[src/rtl/pipe_ctrl.sv]
// Central stall/flush/redirect controller for the 8-stage in-order pipeline.
// Merges stage stall requests, times multi-cycle MDU ops and sequences redirects.
module pipe_ctrl #(
   parameter int STALL_W = 8,
   parameter int MDU_LAT = 33,
   parameter int PC_W    = 64
) (
   input  logic               clk,
   input  logic               rst,
   input  logic               req_if,
   input  logic               req_id,
   input  logic               req_mem1,
   input  logic               req_mem2,
   input  logic               mdu_start,
   input  logic               br_valid,
   input  logic [PC_W-1:0]    br_pc,
   input  logic               trap_valid,
   input  logic [PC_W-1:0]    trap_pc,
   input  logic               redirect_ack,
   output logic [STALL_W-1:0] stall,
   output logic               flush,
   output logic               br_flush,
   output logic               redirect_valid,
   output logic [PC_W-1:0]    redirect_pc,
   output logic               mdu_busy,
   output logic               mdu_done
);

   localparam logic [1:0] S_IDLE = 2'd0;
   localparam logic [1:0] S_BUSY = 2'd1;
   localparam logic [1:0] S_DONE = 2'd2;
   localparam logic [5:0] LAT_M1 = 6'(MDU_LAT - 1);

   logic [1:0]         r_state;
   logic [5:0]         r_count;
   logic               r_redirValid;
   logic [PC_W-1:0]    r_redirPc;

   logic               w_live;
   logic               w_memStall;
   logic               w_mduAccept;
   logic               w_brAccept;
   logic [STALL_W-1:0] w_stall;

   function automatic logic [STALL_W-1:0] stallMask(input int k);
      stallMask = '0;
      for (int i = 0; i < STALL_W; i++) begin
         if (i <= k) stallMask[i] = 1'b1;
      end
   endfunction

   assign w_live      = !rst;
   assign w_memStall  = req_mem1 | req_mem2;
   // The start cycle itself already holds EX, so an accepted start stalls stage 4.
   assign w_mduAccept = w_live & mdu_start & (r_state == S_IDLE) & !w_memStall & !trap_valid;

   always_comb begin
      w_stall = '0;
      if (w_live && !trap_valid) begin
         if (req_mem2)                                w_stall = stallMask(6);
         else if (req_mem1)                           w_stall = stallMask(5);
         else if ((r_state == S_BUSY) || w_mduAccept) w_stall = stallMask(4);
         else if (req_id)                             w_stall = stallMask(3);
         else if (req_if)                             w_stall = stallMask(1);
      end
   end

   assign w_brAccept = w_live & br_valid & !w_stall[4] & !trap_valid;

   // Counter holds the cycles remaining in the op, including the current one.
   always_ff @(posedge clk or posedge rst) begin
      if (rst) begin
         r_state <= S_IDLE;
         r_count <= '0;
      end else if (trap_valid) begin
         r_state <= S_IDLE;
         r_count <= '0;
      end else begin
         case (r_state)
            S_IDLE: begin
               if (w_mduAccept) begin
                  r_count <= LAT_M1;
                  r_state <= (LAT_M1 == 6'd1) ? S_DONE : S_BUSY;
               end
            end
            S_BUSY: begin
               if (!w_stall[5]) begin
                  r_count <= r_count - 6'd1;
                  if (r_count == 6'd2) r_state <= S_DONE;
               end
            end
            S_DONE: begin
               if (!w_stall[5]) begin
                  r_count <= '0;
                  r_state <= S_IDLE;
               end
            end
            default: begin
               r_state <= S_IDLE;
               r_count <= '0;
            end
         endcase
      end
   end

   always_ff @(posedge clk or posedge rst) begin
      if (rst) begin
         r_redirValid <= 1'b0;
         r_redirPc    <= '0;
      end else if (trap_valid) begin
         r_redirValid <= 1'b1;
         r_redirPc    <= trap_pc;
      end else if (w_brAccept) begin
         r_redirValid <= 1'b1;
         r_redirPc    <= br_pc;
      end else if (redirect_ack) begin
         r_redirValid <= 1'b0;
      end
   end

   assign stall          = w_stall;
   assign flush          = w_live & trap_valid;
   assign br_flush       = w_brAccept | r_redirValid;
   assign redirect_valid = r_redirValid;
   assign redirect_pc    = r_redirPc;
   assign mdu_busy       = (r_state != S_IDLE);
   assign mdu_done       = (r_state == S_DONE);

endmodule

[config.mk]
export PLATFORM = sky130hd
export DESIGN_NAME = pipe_ctrl
export DESIGN_NICKNAME = d
export VERILOG_FILES = /design/src/rtl/pipe_ctrl.sv
export SDC_FILE = /design/constraint.sdc
export NUM_CORES = 1
export LEC_CHECK = 0
export CAP_MARGIN = 30
export CORE_ASPECT_RATIO = 1.4
export CORE_UTILIZATION = 41
export DETAILED_ROUTE_END_ITERATION = 6
export PLACE_DENSITY_LB_ADDON = 0.3
export SLEW_MARGIN = 20
export SYNTH_ARGS = -nofsm -noshare
export SYNTH_HDL_FRONTEND = slang
export SYNTH_SLANG_ARGS = --single-unit
[constraint.sdc]
create_clock -name clk -period 3 [get_ports clk]
set_clock_uncertainty 0.2 [all_clocks]
set_input_delay 0.3 -clock clk [delete_from_list [all_inputs] [get_ports clk]]
set_output_delay 0.3 -clock clk [all_outputs]
set_load 0.01 [all_outputs]
==> After elaboration in Yosys (flattened, before gate mapping) <==
Index checks and enable logic that the tools add are counted.
{ "totals": {"reg_bits": 73, "input_bits": 138, "output_inout_bits": 77, "elab_cells": 56} }
{ "classes": {"addsub": 1, "n_eq_ne": 7, "mux": 22, "n_bitwise": 10, "reduce_logical": 12} }
{ "ops": {"columns": ["operator", "count"], "rows": [
  ["$mux W64", 2],
  ["$mux W6", 5],
  ["$pmux W6 S3", 1],
  ["$mux W7", 2],
  ["$mux W2", 6],
  ["$ne A3 B3 Y1 const B", 3],
  ["$and A1 B1 Y1", 8],
  ["$eq A6 B2 Y1 const B", 1],
  ["$pmux W2 S3", 1],
  ["$sub A6 B1 Y6 const B", 1],
  ["$mux W5", 1],
  ["$logic_not A1 Y1", 4],
  ["$mux W4", 1],
  ["$reduce_and A4 Y1", 1],
  ["$reduce_bool A2 Y1", 2],
  ["$mux W1", 3],
  ["$ne A3 B2 Y1 const B", 1],
  ["$reduce_and A3 Y1", 1],
  ["$reduce_bool A3 Y1", 1],
  ["$eq A2 B1 Y1 const B", 1],
  ["$eq A2 B2 Y1 const B", 1],
  ["$logic_not A2 Y1", 1],
  ["$or A1 B1 Y1", 2],
  ["$logic_and A1 B1 Y1", 1],
  ["$logic_or A1 B1 Y1", 1]
]} }

==> Longest topological paths before layout <==
{ "logic_depth": {"word_depth": 15, "ltp_mapped": 6, "depth_no_buf": 5} }

==> Worst setup path after synthesis <==
OpenSTA, ideal clock, no wires.
{ "synth_path": {"path_kind": "input to register", "start": "in rst", "end": "reg r_redirPc[0], in the netlist redirect_pc[0]", "setup_time_ns": 0.067, "t_arrival_ns": 2.109, "required_ns": 2.733, "setup_slack_ns": 0.624, "stages": 6, "n_path_buf": 2, "path_cell_list": "inv_2 -> o2111ai_1 -> nand2b_1 -> buf_4 -> buf_2 -> o221a_1"} }
{ "synth_between": {"elab_chain_len": 14, "elab_cells_between_ends": 16, "cone_classes": "mux: 4; bitwise: 7; reduce/logical: 5"} }
{ "synth_lines": {"columns": ["element", "line", "rtl"], "rows": [
  ["start, declared", "9", "input logic rst,"],
  ["$logic_not A1 Y1 (no source line) (*)", null, null],
  ["$and A1 B1 Y1 (4 in a row)", "55", "assign w_mduAccept = w_live & mdu_start & (r_state == S_IDLE) & !w_memStall & !trap_valid;"],
  ["$logic_or A1 B1 Y1", "62", "else if ((r_state == S_BUSY) || w_mduAccept) w_stall = stallMask(4);"],
  ["$mux W5", "62", null],
  ["$mux W6", "61", "else if (req_mem1) w_stall = stallMask(5);"],
  ["$mux W7", "60", "if (req_mem2) w_stall = stallMask(6);"],
  ["$mux W7", "59", "if (w_live && !trap_valid) begin"],
  ["$logic_not A1 Y1", "68", "assign w_brAccept = w_live & br_valid & !w_stall[4] & !trap_valid;"],
  ["$and A1 B1 Y1 (*) (2 in a row)", "68", null],
  ["$reduce_bool A2 Y1 (no source line) (*)", null, null],
  ["end signal, assigned", "112", "r_redirPc <= trap_pc;"],
  ["end signal, assigned", "115", "r_redirPc <= br_pc;"],
  ["end, declared", "37", "logic [PC_W-1:0] r_redirPc;"]
]} }
Every way passes the cells marked *; elsewhere a longest branch is shown, timed or not.
A chain may end at the register's enable or synchronous reset.

==> Final worst setup path <==
{ "layout_path": {"start": "in rst", "end": "out stall[4]"} }
{ "layout_between": {"elab_chain_len": 10, "elab_cells_between_ends": 11, "cone_classes": "mux: 4; bitwise: 4; reduce/logical: 3"} }
{ "layout_lines": {"columns": ["element", "line", "rtl"], "rows": [
  ["$logic_not A1 Y1 (no source line) (*)", null, null],
  ["$and A1 B1 Y1 (4 in a row)", "55", null],
  ["$logic_or A1 B1 Y1", "62", null],
  ["$mux W5", "62", null],
  ["$mux W6", "61", null],
  ["$mux W7", "60", null],
  ["$mux W7 (*)", "59", null],
  ["end, declared", "20", "output logic [STALL_W-1:0] stall,"]
]} }
Marks and branches as above.

==> flow_summary.rst <==
.. list-table::
   :header-rows: 1

   * - Metric
     - Value
   * - Synthesis-stage register bit count
     - 73
   * - Later-pin clock latency in the skew report
     - 330 ps
   * - Core region area
     - 0.00856 mm2
   * - Power density cells
     - 470 mW/mm2
   * - Total inserted antenna cells
     - 0
   * - CP startpoint kind
     - input pin
   * - Pre-CTS setup slack
     - 355 ps
   * - Avg WL per Cell
     - 18.4 um
   * - First-pass GRT wire length
     - 17.5 mm
   * - Final wirelength
     - 11.3 mm
   * - Worst path cell trace
     - clkdlybuf4s50_1, nor2b_4, nor2_4, o21ai_0, and2_1, clkdlybuf4s50_1
   * - Number of remaining DRC errors
     - 0
   * - Die ar.
     - 0.00920 mm2
   * - Synthesis Warnings
     - 0
   * - Design Area, Final
     - 0.00609 mm2
   * - Total routing usage reported by global routing
     - 0.254
   * - Status
     - completed
   * - Pins Over Slew Limit
     - 0
   * - Biggest fanout along the worst timing path
     - 6
   * - Routed vias
     - 3362
   * - Max incr delay on CP
     - 550 ps
   * - Number of CTS-inserted buffers
     - 9
   * - XOR/XNOR share of the synthesized area
     - 0
   * - EDFF count, synth
     - 0
   * - Simple-gate portion of the synthesized area
     - 0.175
   * - Post-layout minimum cycle time
     - 2670 ps
   * - First-pass DRT Iterations
     - 4
   * - Hold-fix buffers, CTS
     - 0
   * - Fraction of layout instances using a drive strength above 1
     - 0.0751
   * - Library cell contributing the largest single delay on the critical path
     - sky130_fd_sc_hd__clkdlybuf4s50_1
   * - Arrival time reported for the critical path endpoint
     - 2170 ps
   * - Pin count of the biggest net entering global routing
     - 74
   * - Hold/Removal Path Class
     - in2reg
   * - Final period utilization
     - 0.889
   * - Final weighted congestion in routability-driven placement
     - 0.787
   * - Distinct cell type count of the synthesized netlist
     - 46
   * - F_max
     - 375 MHz
   * - DP Area
     - 0.00577 mm2
   * - Syn_nets
     - 436
   * - CTS tree
     - built
   * - Via-to-Cell Ratio
     - 5.50
   * - Least-Margin Pin Slew
     - 701 ps
   * - Most frequent cells in the layout
     - sky130_fd_sc_hd__clkdlybuf4s50_1 (212), sky130_fd_sc_hd__dfrtp_1 (73), sky130_fd_sc_hd__nand2b_1 (64)
   * - Global route total overflow
     - 0
   * - Fraction of registers with async set or reset after synthesis
     - 1.00
   * - Worst VDD drop
     - 0.000351 V
   * - Setup TNS
     - 0 ps
   * - Cell chosen for the clock root
     - sky130_fd_sc_hd__clkbuf_16
   * - Prevailing post-synth register cell
     - sky130_fd_sc_hd__dfrtp_1
   * - 1st-iter DRT viols
     - 125
   * - Clock-pin slew on the worst setup and hold paths
     - 50 ps
   * - Most frequent CP cell
     - sky130_fd_sc_hd__clkdlybuf4s50_1
   * - Die Wd
     - 81.4 um
   * - Largest family of logic cells by synthesized area
     - compound AO/OA/AOI/OAI gates
   * - Number of antenna violations at the first check in global routing
     - 0
   * - Setup repair after global routing missed its margin
     - false
   * - Area added between synthesis and finish
     - 68.5%
   * - Std cell rows
     - 40
   * - Static leakage power
     - 2.35 nW
   * - Starting density of the core
     - 0.422
   * - Share of the synthesized area in compound gates (AO/OA/AOI/OAI)
     - 0.255
   * - Critical path start-end classification
     - in2out
   * - Placed Instances
     - 594
   * - Post-synthesis average cell area
     - 12.2 um2
   * - Post-CTS repair timing setup buffer count
     - 0
   * - Number of global-route vias before repair
     - 3478
   * - Post-synthesis sequential area ratio
     - 0.505
   * - Number of buffer cells added on primary ports
     - 213
   * - Multiplexer fraction of the synthesized cell area
     - 0.00277
   * - Max cap viols
     - 0
   * - Clock buffer depth
     - 2
   * - Worst max-slew margin expressed relative to the limit
     - 0.532
   * - Synthesized instance count
     - 296
   * - I/O pin count
     - 215
   * - Final ANT Viol Nets
     - 0
   * - Setup Viol. Count Final
     - 0
   * - DP Wirelength
     - 8.07 mm
   * - Slack of the critical path
     - 333 ps
   * - Final Net Count
     - 641
   * - Post-Syn Area
     - 0.00361 mm2
   * - Cells resized by post-CTS repair
     - 0
   * - Kind of end point of the critical path
     - primary output
   * - Post-route insts no fill
     - 611
   * - Number of sinks on the clock net
     - 73
   * - Count of H-tree levels built during CTS
     - 3
   * - Final hold violation count
     - 0
   * - Share of synthesized cell area in full adder, half adder and majority cells
     - 0.00692
   * - Chip Height
     - 113 um
   * - Most common cell after layout, fill and taps aside
     - sky130_fd_sc_hd__clkdlybuf4s50_1
   * - Critical Path RT
     - 2500 ps
[path summary, 6_finish.rpt]
check,depth (start not counted),from,slack [ps],endpoint
min in group asynchronous,3,rst,350,redirect_pc[1]$_DFFE_PP0P_
hold reg to reg,1,r_count[0]$_DFFE_PP0P_,310,r_count[0]$_DFFE_PP0P_
setup / recovery,6,rst,330,stall[4]
max in group asynchronous,4,rst,1700,redirect_pc[46]$_DFFE_PP0P_
setup reg to reg,5,r_state[0]$_DFFE_PP0P_,740,redirect_pc[46]$_DFFE_PP0P_
hold / removal,2,trap_valid,170,r_state[0]$_DFFE_PP0P_
[final cells by class]
type	instances	area, um2
clock inverters	6	57.6
flip-flops and latches	73	1830
fillers	639	2470
repair buffers	220	2220
clock buffers	10	239
well taps	105	131
multi-input cells	192	1590
inverters	5	18.8
[sequential cells by signal, summed over array words and instances (netlist names)]
name / cells
redirect_pc: 64
r_state: 2
redirect_valid: 1
r_count: 6
[per-stage QoR]
stage          hold WS [ps]   util  power [mW]
2_1_floorplan           221      -        1.39
3_3_place_gp            289  0.674        1.79
3_5_place_dp            290  0.674        1.81
4_1_cts                 165  0.709        2.88
5_1_grt                 204  0.712        2.99
6_report                169  0.712        2.86
[power by group]
group          switching, mW  total, mW  internal [mW]
logic                  0.238      0.666          0.428
clock network          0.404       1.06          0.660
registers             0.0559       1.13           1.08
[worst max-delay path: cells and delay by family]
kind,cells,cell delay (ps)
compound gates,1,290
simple gates,3,480
buf+inv,2,1090
[synth_stat cells, types with 2 or more instances]
library cell               count  area share
sky130_fd_sc_hd__and2_1        2      0.0035
sky130_fd_sc_hd__buf_2         7      0.0097
sky130_fd_sc_hd__buf_4         5       0.010
sky130_fd_sc_hd__buf_6         7       0.022
sky130_fd_sc_hd__clkbuf_1      7      0.0073
sky130_fd_sc_hd__dfrtp_1      73        0.51
sky130_fd_sc_hd__ha_1          2      0.0069
sky130_fd_sc_hd__inv_1         4      0.0042
sky130_fd_sc_hd__nand2_1       6      0.0062
sky130_fd_sc_hd__nand2b_1     65        0.11
sky130_fd_sc_hd__nand3_1       2      0.0028
sky130_fd_sc_hd__nand3b_1      2      0.0042
sky130_fd_sc_hd__nor2_1        6      0.0062
sky130_fd_sc_hd__nor2b_1       2      0.0035
sky130_fd_sc_hd__nor3_1        2      0.0028
sky130_fd_sc_hd__o21ai_0      10       0.014
sky130_fd_sc_hd__o21ai_1       2      0.0028
sky130_fd_sc_hd__o221a_1      63        0.20
sky130_fd_sc_hd__or3_1         2      0.0035
[routing by layer]
metal	global-route usage	vias up	part of all wire
met4	0.139	0	0.041
met3	0.0694	34	0.074
li1	-	1522	-
met1	0.279	1641	0.36
met2	0.433	165	0.52
met5	0	-	0
[logic make-up (layout without fill, tap and decap cells)]
| family | Yosys count | after routing |
|---|---|---|
| buf+inv | 31 | 241 |
| mux | 1 | 1 |
| other cells | 1 | 1 |
| fa+ha+maj | 2 | 2 |
| flops | 73 | 73 |
| simple gates | 99 | 99 |
| compound gates | 89 | 89 |
Power figures use the tool's default switching activity.
